$ cat src/rtl/axi_node_pkg.sv
// Shared AXI node types: W-channel destination router FSM state.
package axi_node_pkg;

  typedef enum logic [1:0] {
    ST_NORMAL   = 2'd0,
    ST_ERR_SINK = 2'd1,
    ST_ERR_DONE = 2'd2
  } w_state_e;

endpackage

$ cat src/rtl/axi_w_dest_fifo.sv
// Circular FIFO of one-hot W destinations; count is $clog2(DEPTH)+1 bits wide.
module axi_w_dest_fifo #(
  parameter int unsigned WIDTH = 8,
  parameter int unsigned DEPTH = 4,
  parameter int unsigned CW    = $clog2(DEPTH) + 1
) (
  input  logic             clk,
  input  logic             rst_n,
  input  logic             push_i,
  input  logic [WIDTH-1:0] data_i,
  input  logic             pop_i,
  output logic             full_o,
  output logic             empty_o,
  output logic [WIDTH-1:0] head_o,
  output logic [CW-1:0]    count_o
);

  localparam int unsigned PW = $clog2(DEPTH);

  logic [WIDTH-1:0] mem_q [DEPTH];
  logic [PW-1:0]    wptr_q, wptr_d;
  logic [PW-1:0]    rptr_q, rptr_d;
  logic [CW-1:0]    count_q, count_d;
  logic             push_ok, pop_ok;

  assign full_o  = (count_q == CW'(DEPTH));
  assign empty_o = (count_q == '0);
  assign head_o  = mem_q[rptr_q];
  assign count_o = count_q;

  assign push_ok = push_i & ~full_o;
  assign pop_ok  = pop_i & ~empty_o;

  // DEPTH is a power of two, so pointers wrap by plain overflow.
  always_comb begin
    wptr_d  = push_ok ? wptr_q + PW'(1) : wptr_q;
    rptr_d  = pop_ok ? rptr_q + PW'(1) : rptr_q;
    count_d = count_q;
    case ({push_ok, pop_ok})
      2'b10:   count_d = count_q + CW'(1);
      2'b01:   count_d = count_q - CW'(1);
      default: count_d = count_q;
    endcase
  end

  always_ff @(posedge clk or negedge rst_n) begin
    if (!rst_n) begin
      wptr_q  <= '0;
      rptr_q  <= '0;
      count_q <= '0;
    end else begin
      wptr_q  <= wptr_d;
      rptr_q  <= rptr_d;
      count_q <= count_d;
    end
  end

  always_ff @(posedge clk) begin
    if (push_ok) mem_q[wptr_q] <= data_i;
  end

endmodule

$ cat src/rtl/axi_w_dest_router.sv
// Routes target-side W beats to the initiator port at the head of the destination FIFO.
// Optional macro AXI_W_DEST_BYPASS_EN: a push into an empty FIFO routes in the same cycle.
module axi_w_dest_router
  import axi_node_pkg::*;
#(
  parameter int unsigned N_INIT_PORT = 8,
  parameter int unsigned DATA_WIDTH  = 64,
  parameter int unsigned FIFO_DEPTH  = 4
) (
  input  logic                      clk,
  input  logic                      rst_n,
  input  logic                      push_dest_i,
  input  logic [N_INIT_PORT-1:0]    dest_i,
  output logic                      grant_fifo_dest_o,
  input  logic                      wvalid_i,
  input  logic [DATA_WIDTH-1:0]     wdata_i,
  input  logic [DATA_WIDTH/8-1:0]   wstrb_i,
  input  logic                      wlast_i,
  output logic                      wready_o,
  output logic [N_INIT_PORT-1:0]    wvalid_o,
  output logic [DATA_WIDTH-1:0]     wdata_o,
  output logic [DATA_WIDTH/8-1:0]   wstrb_o,
  output logic                      wlast_o,
  input  logic [N_INIT_PORT-1:0]    wready_i,
  input  logic                      handle_error_i,
  output logic                      wdata_error_completed_o
);

  localparam int unsigned CW = $clog2(FIFO_DEPTH) + 1;

  w_state_e               state_q, state_d;
  logic                   fifo_full, fifo_empty, fifo_push, fifo_pop;
  logic [N_INIT_PORT-1:0] fifo_head, route_head;
  logic [CW-1:0]          fifo_count;
  logic                   bypass, route_valid, w_hs;

  axi_w_dest_fifo #(
    .WIDTH (N_INIT_PORT),
    .DEPTH (FIFO_DEPTH)
  ) u_fifo (
    .clk     (clk),
    .rst_n   (rst_n),
    .push_i  (fifo_push),
    .data_i  (dest_i),
    .pop_i   (fifo_pop),
    .full_o  (fifo_full),
    .empty_o (fifo_empty),
    .head_o  (fifo_head),
    .count_o (fifo_count)
  );

  assign grant_fifo_dest_o = ~fifo_full;
  assign wdata_o = wdata_i;
  assign wstrb_o = wstrb_i;
  assign wlast_o = wlast_i;

`ifdef AXI_W_DEST_BYPASS_EN
  assign bypass = fifo_empty & (state_q == ST_NORMAL) & push_dest_i;
`else
  assign bypass = 1'b0;
`endif

  assign route_head  = bypass ? dest_i : fifo_head;
  assign route_valid = ~fifo_empty | bypass;
  assign w_hs        = wvalid_i & wready_o;

  // A bypassed destination consumed by a last beat never needs to be stored.
  assign fifo_pop  = (state_q == ST_NORMAL) & ~fifo_empty & w_hs & wlast_i;
  assign fifo_push = push_dest_i & grant_fifo_dest_o & ~(bypass & w_hs & wlast_i);

  always_ff @(posedge clk or negedge rst_n) begin
    if (!rst_n) state_q <= ST_NORMAL;
    else        state_q <= state_d;
  end

  always_comb begin
    state_d = state_q;
    case (state_q)
      ST_NORMAL:   if (handle_error_i && fifo_count == '0) state_d = ST_ERR_SINK;
      ST_ERR_SINK: if (wvalid_i && wlast_i) state_d = ST_ERR_DONE;
      ST_ERR_DONE: state_d = ST_NORMAL;
      default:     state_d = ST_NORMAL;
    endcase
  end

  always_comb begin
    wvalid_o                = '0;
    wready_o                = 1'b0;
    wdata_error_completed_o = 1'b0;
    case (state_q)
      ST_NORMAL: begin
        if (route_valid) begin
          wvalid_o = {N_INIT_PORT{wvalid_i}} & route_head;
          wready_o = |(route_head & wready_i);
        end
      end
      ST_ERR_SINK: wready_o = 1'b1;
      ST_ERR_DONE: wdata_error_completed_o = 1'b1;
      default: ;
    endcase
  end

endmodule

$ cat config.mk
export PLATFORM = sky130hd
export DESIGN_NAME = axi_w_dest_router
export DESIGN_NICKNAME = d
export VERILOG_FILES = /design/src/rtl/axi_node_pkg.sv /design/src/rtl/axi_w_dest_fifo.sv /design/src/rtl/axi_w_dest_router.sv
export SDC_FILE = /design/constraint.sdc
export NUM_CORES = 1
export LEC_CHECK = 0
export ABC_AREA = 1
export BUFFER_PORTS_ARGS = -buffer_cell sky130_fd_sc_hd__buf_2
export CAP_MARGIN = 15
export CORE_MARGIN = 2
export CORE_UTILIZATION = 46
export CTS_BUF_LIST = sky130_fd_sc_hd__clkbuf_4 sky130_fd_sc_hd__clkbuf_8
export DETAILED_ROUTE_END_ITERATION = 16
export PLACE_DENSITY = 0.88
export RECOVER_POWER = 25
export SLEW_MARGIN = 30
export SYNTH_ARGS = -nofsm -noshare
export SYNTH_HDL_FRONTEND = slang
export SYNTH_SLANG_ARGS = --single-unit
$ cat constraint.sdc
create_clock -name clk -period 5.2 [get_ports clk]
set_input_delay 0 -clock clk [delete_from_list [all_inputs] [get_ports clk]]
set_output_delay 0 -clock clk [all_outputs]
set_load 0.05 [all_outputs]
==> impl_results.md, run 1 <==
- I/O Buffers: 33
- Tot GR Track Use: 20.6%
- CTS Hold Bufs: 12
- Drt total wl: 6170 um
- Final core utilization: 46.0%
- Resized cells post-CTS: 0
- Largest net degree at the start of global routing: 20
- Layout cell share with drive strength beyond 1: 29.1%
- Later-pin clock latency in the skew report: 0.30 ns
- Final #Nets: 329
- Vias in the first global route: 1,498
- Flops & latches, synth: 41
- Synth unique cells: 23
- Site Rows: 26
- Period utilisation layout: 54.0%
- Worst endpoint required time: 5.39 ns
- Most instantiated cells after synthesis: 75 x buf_4, 45 x nand2_1, 32 x edfxtp_1, 20 x nor2_1, 16 x nand3_1
- Syn_nets: 354
- Arrival @ worst endpoint: 3.00 ns
- Global route total overflow: 0
- Top FF cell, synth: edfxtp_1
- Post-synth EDFFs: 32
- Die height: 78.1 um
- DRT iter0 DRCs: 61
- Clock buffer depth: 2
- Final number of setup-violating endpoints: 0
- Slew Limit Fails: 0
- Avg Vias per Cell: 4.97
- Worst rel slew slack: 46.8%
- Worst setup SP type: register
- Leakage Power: 1.05 nW
- Synth area leader: edfxtp_1
- Clock transition at path regs: 0.07 ns
- Via count: 1,491
- Fin area: 2390 um2
- RD Place Congestion: 0.822
- Clk sinks: 41
- Avg Inst Size Synth: 9.96 um2
- Worst min path class: input pin to output pin
- Maximum VDD drop: 0.329 mV
- CTS tree: yes
- CP top delay family: simple AND/OR/NAND/NOR gates
- Worst-Margin Slew: 0.795 ns
- Critical path type: register to register
- Wire per inst: 20.6 um
- Most numerous cell in the Yosys netlist: buf_4
- Critical Path, Cell by Cell: inv_4, nand2_1, nand3_1, nand3_1, nand2_1, nor2_1, nand2_1, nand2_1, nand2_2, nand2_2, inv_1, ha_1, inv_2, fa_1, a21oi_1, o21ai_1, xnor2_1
- DP HPWL: 4820 um
- Synthesis Warnings: 0
- Met2 Resource Use GR: 35.7%
- Diodes inserted: 0
- Status: completed
- Busiest layer in global routing: met2
- Clk root buf: clkbuf_8
- Cell Area, Placed: 2190 um2
- Worst path buffer plus inverter count: 3
- CP dominant cell by count: nand2_1
- GRT met3 Usage: 16.2%
- Initial Util: 48.6%
- Max incr delay on CP: 0.63 ns
- Die footprint: 6110 um2
- Fin. Hold Viols: 0
- Setup bufs post-CTS: 0
- Io pins: 178
- Max Cap Viol: 0
- Routed Antenna Nets: 0
- Synth area leaders: edfxtp_1 38%, buf_4 22%, dfrtp_1 8.9%
- Setup Skew: 0.00542 ns
- Cell Pwr Density: 554 nW/um2
- Placeable Area: 5200 um2
- Achievable clock frequency: 0.356 GHz
- Crit-path slowest cell: dfrtp_1
- Synth top area share: 38.0%
- Layout area overhead: -5.34%
- Unrepaired setup endpoints after global routing: false
- Worst Path Max Fanout: 19
- Tmin final: 2.81 ns
- Worst Setup End Kind: register
- CTS buffer count: 5
- First-pass GRT wire length: 8950 um
- Synth Cell Area: 2530 um2
- Total Neg Setup Slack: 0 ns
- Met1 capacity usage during global routing: 16.2%
- Asr flop ratio synth: 22.0%
- CTS HTree Levels: 2
- Die width: 78.1 um
- Drt drc: 0
- Register area share after synthesis: 46.9%
- Post-Synthesis Cells: 254
- Antenna violations before repair: 0
- 1st-pass router iterations: 5
final timing paths:
| kind | from | to | slack, ns | depth (start not counted) |
|---|---|---|---|---|
| max | u_fifo.rptr_q[0] | u_fifo.count_o[2] | 2.39 | 17 |
| min | wdata_i[19] | wdata_o[19] | 0.00002 | 0 |
| max reg2reg | u_fifo.rptr_q[0] | u_fifo.count_o[2] | 2.39 | 17 |
| min reg2reg | u_fifo.count_o[2] | u_fifo.count_o[2] | 0.52 | 1 |
| max in group asynchronous | rst_n | u_fifo.count_o[0] | 4.94 | 2 |
| min in group asynchronous | rst_n | state_q[0] | 0.08 | 2 |
cell type report:
class / instances / area [um2]
sequential: 41 / 1190
timing repair buffer: 45 / 285
multi-input combinational: 120 / 686
clock buffer: 5 / 68.8
fill: 468 / 2810
clock inverter: 3 / 17.5
tap: 70 / 87.6
inverter: 16 / 62.6
state kept, by name, indices dropped and copies added (netlist names):
signal / cells
u_fifo.rptr_q: 2
u_fifo.wptr_q: 2
u_fifo.mem_q: 32
u_fifo.count_o: 3
state_q: 2
where the power goes:
group	internal (mW)	leakage [nW]	switching [mW]
Clock	0.0924	0.0439	0.107
Sequential	0.442	0.403	0.0739
Combinational	0.177	0.603	0.433
Total	0.711	1.05	0.615
cells by family after synthesis:
group	count (synthesis)	synth area share, %
AO/OA/AOI/OAI	5	1.19
buffers and inverters	93	26.0
flip-flops	41	46.9
XOR/XNOR	4	1.39
adder cells (fa/ha/maj)	6	3.27
AND/OR/NAND/NOR	105	21.3
cell usage in the layout (no fill, tap or decap):
cell type / n
a21oi_1: 2
a32o_1: 1
buf_2: 33
clkbuf_8: 5
clkinv_2: 2
clkinvlp_4: 1
dfrtp_1: 9
dlygate4sd3_1: 12
edfxtp_1: 32
fa_1: 1
ha_1: 5
inv_1: 12
inv_2: 3
inv_4: 1
nand2_1: 45
nand2_2: 6
nand2_4: 5
nand3_1: 16
nand3_2: 11
nor2_1: 20
nor3_1: 2
o21ai_0: 1
o21ai_1: 1
xnor2_1: 2
xor2_1: 2
stage by stage:
stage                     cells  hold slack, ns  power [mW]  setup slack [ns]
after global placement      280          -0.142        1.10              2.50
after floorplan             254          -0.296        1.16              2.72
after CTS                   300        0.000341        1.33              2.41
after detailed placement    280          -0.139        1.12              2.43
final                       300       0.0000220        1.33              2.39
after global routing        300        0.000128        1.42              2.12
routing by layer:
layer | vias to the layer above | routed length (um) | part of all wire [%]
met5 | - | 0 | 0
met4 | 0 | 259 | 4.2
met3 | 23 | 1210 | 20
met2 | 116 | 3160 | 51
met1 | 657 | 1550 | 25
li1 | 695 | - | -
Note: power is estimated with default switching activity, not from simulation.
==> inputs of run 2 (changes only) <==
--- a/config.mk
+++ b/config.mk
@@ -9,10 +9,10 @@
 export BUFFER_PORTS_ARGS = -buffer_cell sky130_fd_sc_hd__buf_2
 export CAP_MARGIN = 15
 export CORE_MARGIN = 2
-export CORE_UTILIZATION = 46
+export CORE_UTILIZATION = 38
 export CTS_BUF_LIST = sky130_fd_sc_hd__clkbuf_4 sky130_fd_sc_hd__clkbuf_8
 export DETAILED_ROUTE_END_ITERATION = 16
-export PLACE_DENSITY = 0.88
+export PLACE_DENSITY = 0.78
 export RECOVER_POWER = 25
 export SLEW_MARGIN = 30
 export SYNTH_ARGS = -nofsm -noshare
==> constraint.sdc (replaced) <==
create_clock -name clk -period 2.35 [get_ports clk]
set_input_delay 0 -clock clk [delete_from_list [all_inputs] [get_ports clk]]
set_output_delay 0 -clock clk [all_outputs]
set_load 0.05 [all_outputs]
==> run 2 against run 1 <==
  * The flow now finishes with violations (negative setup slack)
  * Utilization is 3.8 points lower
  * Combinational power rose to 3.0 times the previous value
  * Critical endpoint unchanged
  * Sequential share of layout area is 5.5 points lower
  * Die area is 20% higher
  * Largest power group unchanged
  * Maximum frequency is 16% higher
  * Hold slack barely moved
  * Worst setup slack worse by 2.5 ns
  * Routed wire length rose by 8.1%
  * Critical path type unchanged
==> impl_results.md, run 2 (same netlist as run 1, synthesis figures left out) <==
- CTS buffer count: 5
- Routed wl met2: 3150 um
- Post-route setup slack: -0.0762 ns
- Clock buffer depth: 2
- CTS tree: yes
- Die footprint: 7320 um2
- Met3 wire length: 1170 um
- Min-Delay Path Depth: 0
- Cell Area, Placed: 2270 um2
- Most frequent cells in the layout: 36 x nand2_1, 33 x buf_2, 32 x edfxtp_1, 21 x nand3_2, 19 x nor2_1
- Via count: 1,592
- Later-pin clock latency in the skew report: 0.30 ns
- Io pins: 178
- Drt total wl: 6670 um
- Clk sinks: 41
- Maximum VDD drop: 0.671 mV
- Fin area: 2690 um2
- Flop2flop setup slack: -0.08 ns
- Diodes inserted: 0
- Period utilisation layout: 103%
- First-pass GRT wire length: 9030 um
- Tmin final: 2.43 ns
- Vias in the first global route: 1,588
- Global route total overflow: 0
- Clock transition at path regs: 0.08 ns
- Uppermost layer routed: met4
- Cell Pwr Density: 1300 nW/um2
- Layout area overhead: 6.48%
- Worst setup SP type: register
- Layout cell share with drive strength beyond 1: 44.3%
- Unrepaired setup endpoints after global routing: true
- Wire per inst: 20.7 um
- Worst endpoint required time: 2.54 ns
- Tot GR Track Use: 17.1%
- Worst rel slew slack: 60.9%
- Site Rows: 29
- Max Cap Viol: 0
- Slew Limit Fails: 0
- Largest register by flop count: u_fifo.mem_q
- Largest register FFs: 32
- Die width: 85.6 um
- Final number of setup-violating endpoints: 1
- RD Place Congestion: 0.785
- Placeable Area: 6390 um2
- Worst-Margin Slew: 0.581 ns
- Avg Vias per Cell: 4.93
- DRT iter0 DRCs: 65
- Status: complete, but fails checks
- Largest net degree at the start of global routing: 15
- Antenna violations before repair: 0
- Achievable clock frequency: 0.412 GHz
- Worst Path Max Fanout: 7
- Routed Antenna Nets: 0
- Clk root buf: clkbuf_8
- Setup Skew: 0.0113 ns
- DP HPWL: 4920 um
- I/O Buffers: 33
- Die height: 85.6 um
- CTS HTree Levels: 2
- Fin Hold WS: 0.0000193 ns
- Critical path type: register to register
- Failing checks: negative setup slack
- Worst Reg2Reg Path Length in Cells: 18
- Placed cells: 295
- Worst min path class: input pin to output pin
- Initial Util: 39.6%
- Fin. Hold Viols: 0
- Finished Layout Cells: 323
- Final #Nets: 345
- Drt drc: 0
- Leakage Power: 1.18 nW
- 1st-pass router iterations: 6
- Worst Setup End Kind: register
- M1 wire length: 1990 um
- Arrival @ worst endpoint: 2.61 ns
- Pwr Total: 3.50 mW
- Most common cell after layout, fill and taps aside: nand2_1
[run 2: cell types whose count changed in the layout (fill, tap and decap cells not counted), sizes merged]
cell,change
bufinv,+1
dlygate4sd3,-1
buf,+16
[run 2: final timing paths]
kind / startpoint / endpoint
setup / recovery: u_fifo.rptr_q[0] / u_fifo.count_o[2]
max in group asynchronous: rst_n / u_fifo.rptr_q[0]
setup reg to reg: u_fifo.rptr_q[0] / u_fifo.count_o[2]
min in group asynchronous: rst_n / state_q[1]
hold / removal: wdata_i[11] / wdata_o[11]
hold reg to reg: u_fifo.count_o[2] / u_fifo.count_o[2]
[run 2: metrics by stage]
stage | TNS (ns) | worst slack, ns | utilization (%)
5_1_grt | -0.360 | -0.240 | 42.2
3_3_place_gp | 0 | 0.0116 | 35.5
4_1_cts | -0.0194 | -0.0114 | 39.7
2_1_floorplan | 0 | 0.00893 | -
6_report | -0.0762 | -0.0762 | 42.2
3_5_place_dp | -0.0321 | -0.0286 | 35.5
[run 2: per-layer routing]
metal | global-route usage [%] | up-vias
li1 | - | 724
met1 | 15.4 | 708
met2 | 26.9 | 128
met3 | 13.1 | 32
met4 | 9.96 | 0
met5 | 2.10 | -
[run 2: worst max-delay path, stage by stage, from the launching register on]
cell and delay, ns:
dfrtp_2 0.50, clkinv_4 0.12, buf_12 0.13, nand2_4 0.04
nand3_2 0.07, nand3_2 0.08, nand2_1 0.07, nor2_1 0.04
nand2_1 0.07, nand2_2 0.06, nand2_4 0.08, nand2_4 0.06
inv_4 0.08, ha_4 0.13, inv_2 0.05, fa_2 0.37
a21oi_2 0.15, o21ai_1 0.08, xnor2_1 0.13
[run 2: final cells by class]
| type | instances | area (um2) |
|---|---|---|
| clock buffers | 5 | 68.8 |
| clock inverters | 3 | 46.3 |
| fillers | 597 | 3690 |
| inverters | 16 | 67.6 |
| multi-input cells | 120 | 795 |
| flip-flops and latches | 41 | 1190 |
| well taps | 77 | 96.3 |
| repair buffers | 60 | 423 |
| repair inverters | 1 | 8.76 |
[run 2: what timing repair did]
action,in CTS,in global routing
cloned,1,1
setup endpoints to repair,2,2
buffers inserted,2,5
hold buffers,11,0
endpoints found under the hold margin,43,0
resized for setup,4,33
pin swaps,0,11
[run 2: where the power goes]
part	total [mW]	internal, mW	switching [mW]	leakage, nW
combinational	1.84	0.652	1.19	0.727
sequential	1.09	0.978	0.117	0.402
clock	0.566	0.318	0.248	0.0543
==> inputs of run 3 (changes only) <==
--- a/config.mk
+++ b/config.mk
@@ -8,6 +8,7 @@
 export ABC_AREA = 1
 export BUFFER_PORTS_ARGS = -buffer_cell sky130_fd_sc_hd__buf_2
 export CAP_MARGIN = 15
+export CORE_ASPECT_RATIO = 2
 export CORE_MARGIN = 2
 export CORE_UTILIZATION = 38
 export CTS_BUF_LIST = sky130_fd_sc_hd__clkbuf_4 sky130_fd_sc_hd__clkbuf_8
==> run 3 against run 2 <==
  * The flow now finishes without violations
  * Clock power is 14% higher
  * Register-to-register slack better by 0.09 ns
  * Total power is 0.76% higher
  * Critical path depth stayed put
  * First-iteration DRC count is 32% lower
  * Sequential power hardly changed
  * Worst setup slack better by 0.092 ns
  * Final cell count is 4.0% higher
  * Largest power group unchanged
==> impl_results.md, run 3 (same netlist as run 1, synthesis figures left out) <==
- Status: completed
- Placed cells: 309
- CTS HTree Levels: 2
- Period utilisation layout: 99.3%
- Arrival @ worst endpoint: 2.52 ns
- Flop2flop setup slack: 0.02 ns
- Worst path buffer plus inverter count: 4
- DP HPWL: 3860 um
- Worst r2r dst: u_fifo.count_o[2]
- Met2 Resource Use GR: 20.6%
- Wire per inst: 15.9 um
- Met1 capacity usage during global routing: 13.1%
- Clock buffer depth: 2
- Reg-to-Reg Start: u_fifo.rptr_q[0]
- Max Cap Viol: 0
- Io pins: 178
- CP top delay family: simple AND/OR/NAND/NOR gates
- Fin Hold WS: 0.0000220 ns
- Avg Vias per Cell: 4.73
- 1st-pass router iterations: 5
- Tot GR Track Use: 14.4%
- Most common cell after layout, fill and taps aside: nand2_1
- CP dominant cell by count: nand2_4
- Worst-Margin Slew: 0.494 ns
- Critical Path, Cell by Cell: clkinv_4, buf_12, nand2_4, nand3_2, nand3_2, nand2_2, nor2_2, nand2_1, nand2_2, nand2_4, nand2_4, inv_2, ha_4, inv_2, fa_2, a21oi_2, o21ai_1, xnor2_1
- Antenna violations before repair: 0
- Site Rows: 42
- Die height: 119 um
- Initial Util: 38.8%
- Max incr delay on CP: 0.44 ns
- RD Place Congestion: 0.763
- Setup Skew: 0.00587 ns
- Hold Path End: wdata_o[27]
- Final #Nets: 347
- Layout area overhead: 7.17%
- Worst endpoint required time: 2.53 ns
- Die footprint: 7360 um2
- Routed Antenna Nets: 0
- CTS buffer count: 5
- Final number of setup-violating endpoints: 0
- Critical path type: register to register
- Crit-path slowest cell: dfrtp_2
- First-pass GRT wire length: 7610 um
- DRT iter0 DRCs: 44
- Reg area: 1190 um2
- Global route total overflow: 0
- Final core utilization: 41.6%
- Worst min path class: input pin to output pin
- Drt drc: 0
- Min-Delay Path Depth: 0
- Busiest layer in global routing: met2
- Clk sinks: 41
- Drt total wl: 5350 um
- Placeable Area: 6520 um2
- Pwr Total: 3.53 mW
- Cell Pwr Density: 1300 nW/um2
- Maximum VDD drop: 0.475 mV
- CTS tree: yes
- I/O Buffers: 33
- Largest register by flop count: u_fifo.mem_q
- Finished Layout Cells: 336
- Leakage Power: 1.20 nW
- Worst Reg2Reg Path Length in Cells: 18
- Worst rel slew slack: 66.8%
- Worst Path Max Fanout: 7
- Vias in the first global route: 1,608
- Multi-input gate area: 773 um2
- Worst Setup End Kind: register
- Total Neg Setup Slack: 0 ns
- GRT met3 Usage: 13.6%
- Slew Limit Fails: 0
- Unrepaired setup endpoints after global routing: true
- Most frequent cells in the layout: 42 x nand2_1, 33 x buf_2, 32 x edfxtp_1, 19 x nand3_2, 19 x nor2_1
- Fin. Hold Viols: 0
- Die width: 61.7 um
- Largest net degree at the start of global routing: 18
- Tmin final: 2.33 ns
- Worst setup SP type: register
- Via count: 1,590
- Achievable clock frequency: 0.428 GHz
- Fill cells: 632
- Largest register FFs: 32
- Later-pin clock latency in the skew report: 0.29 ns
- Diodes inserted: 0
- Clock transition at path regs: 0.07 ns
- Layout cell share with drive strength beyond 1: 41.5%
- Clk root buf: clkbuf_8
- Worst hold start: wdata_i[27]
-- run 3: cell types whose count changed in the layout (fill, tap and decap cells not counted), sizes merged --
cell	previous run	this run
dlygate4sd3	11	12
buf	49	51
bufinv	1	2
clkinvlp	1	0
inv	16	15
-- run 3: cell type report --
cell class | count | share of cell area (%)
clock inverter | 3 | 2.40
multi-input combinational | 120 | 28.5
sequential | 41 | 43.8
tap | 88 | 4.06
clock buffer | 5 | 2.54
inverter | 16 | 2.40
timing repair buffer | 63 | 16.3
-- run 3: what timing repair did --
item	CTS	global route
endpoints found under the setup margin	2	2
buffers inserted	0	6
endpoints found under the hold margin	43	0
pin swaps	0	10
resized for setup	2	24
hold buffers	12	0
cloned	0	1
-- run 3: where the power goes --
group          switching [mW]  leakage [nW]  internal [mW]
clock                   0.227        0.0681          0.421
sequential             0.0978         0.402          0.978
combinational            1.16         0.727          0.648
total                    1.48          1.20           2.05
-- run 3: per-layer routing --
layer / wire length (um) / share of wire (%) / up-vias
met5: 32 / 0.60 / -
met4: 162 / 3.0 / 2
met2: 2430 / 45 / 127
met1: 1830 / 34 / 702
met3: 892 / 17 / 31
li1: - / - / 728
-- run 3: per-stage QoR --
stage / setup slack, ns / instance area [um2]
final: 0.0153 / 2710
after global routing: -0.120 / 2710
after CTS: 0.0173 / 2560
after detailed placement: -0.0434 / 2300
after global placement: 0.0595 / 2300
after floorplan: 0.00893 / 2540
-- run 3: worst max-delay path by stage --
stage / startpoint / endpoint / slack [ns] / cells past startpoint
6_report: u_fifo.rptr_q[0] / u_fifo.count_o[2] / 0.02 / 18
5_1_grt: u_fifo.rptr_q[0] / u_fifo.count_o[2] / -0.12 / 18
4_1_cts: u_fifo.rptr_q[0] / u_fifo.count_o[1] / 0.02 / 15
3_5_place_dp: u_fifo.rptr_q[0] / u_fifo.count_o[1] / -0.04 / 15
3_3_place_gp: u_fifo.rptr_q[0] / u_fifo.count_o[2] / 0.06 / 17
2_1_floorplan: u_fifo.rptr_q[0] / u_fifo.count_o[2] / 0.009 / 19
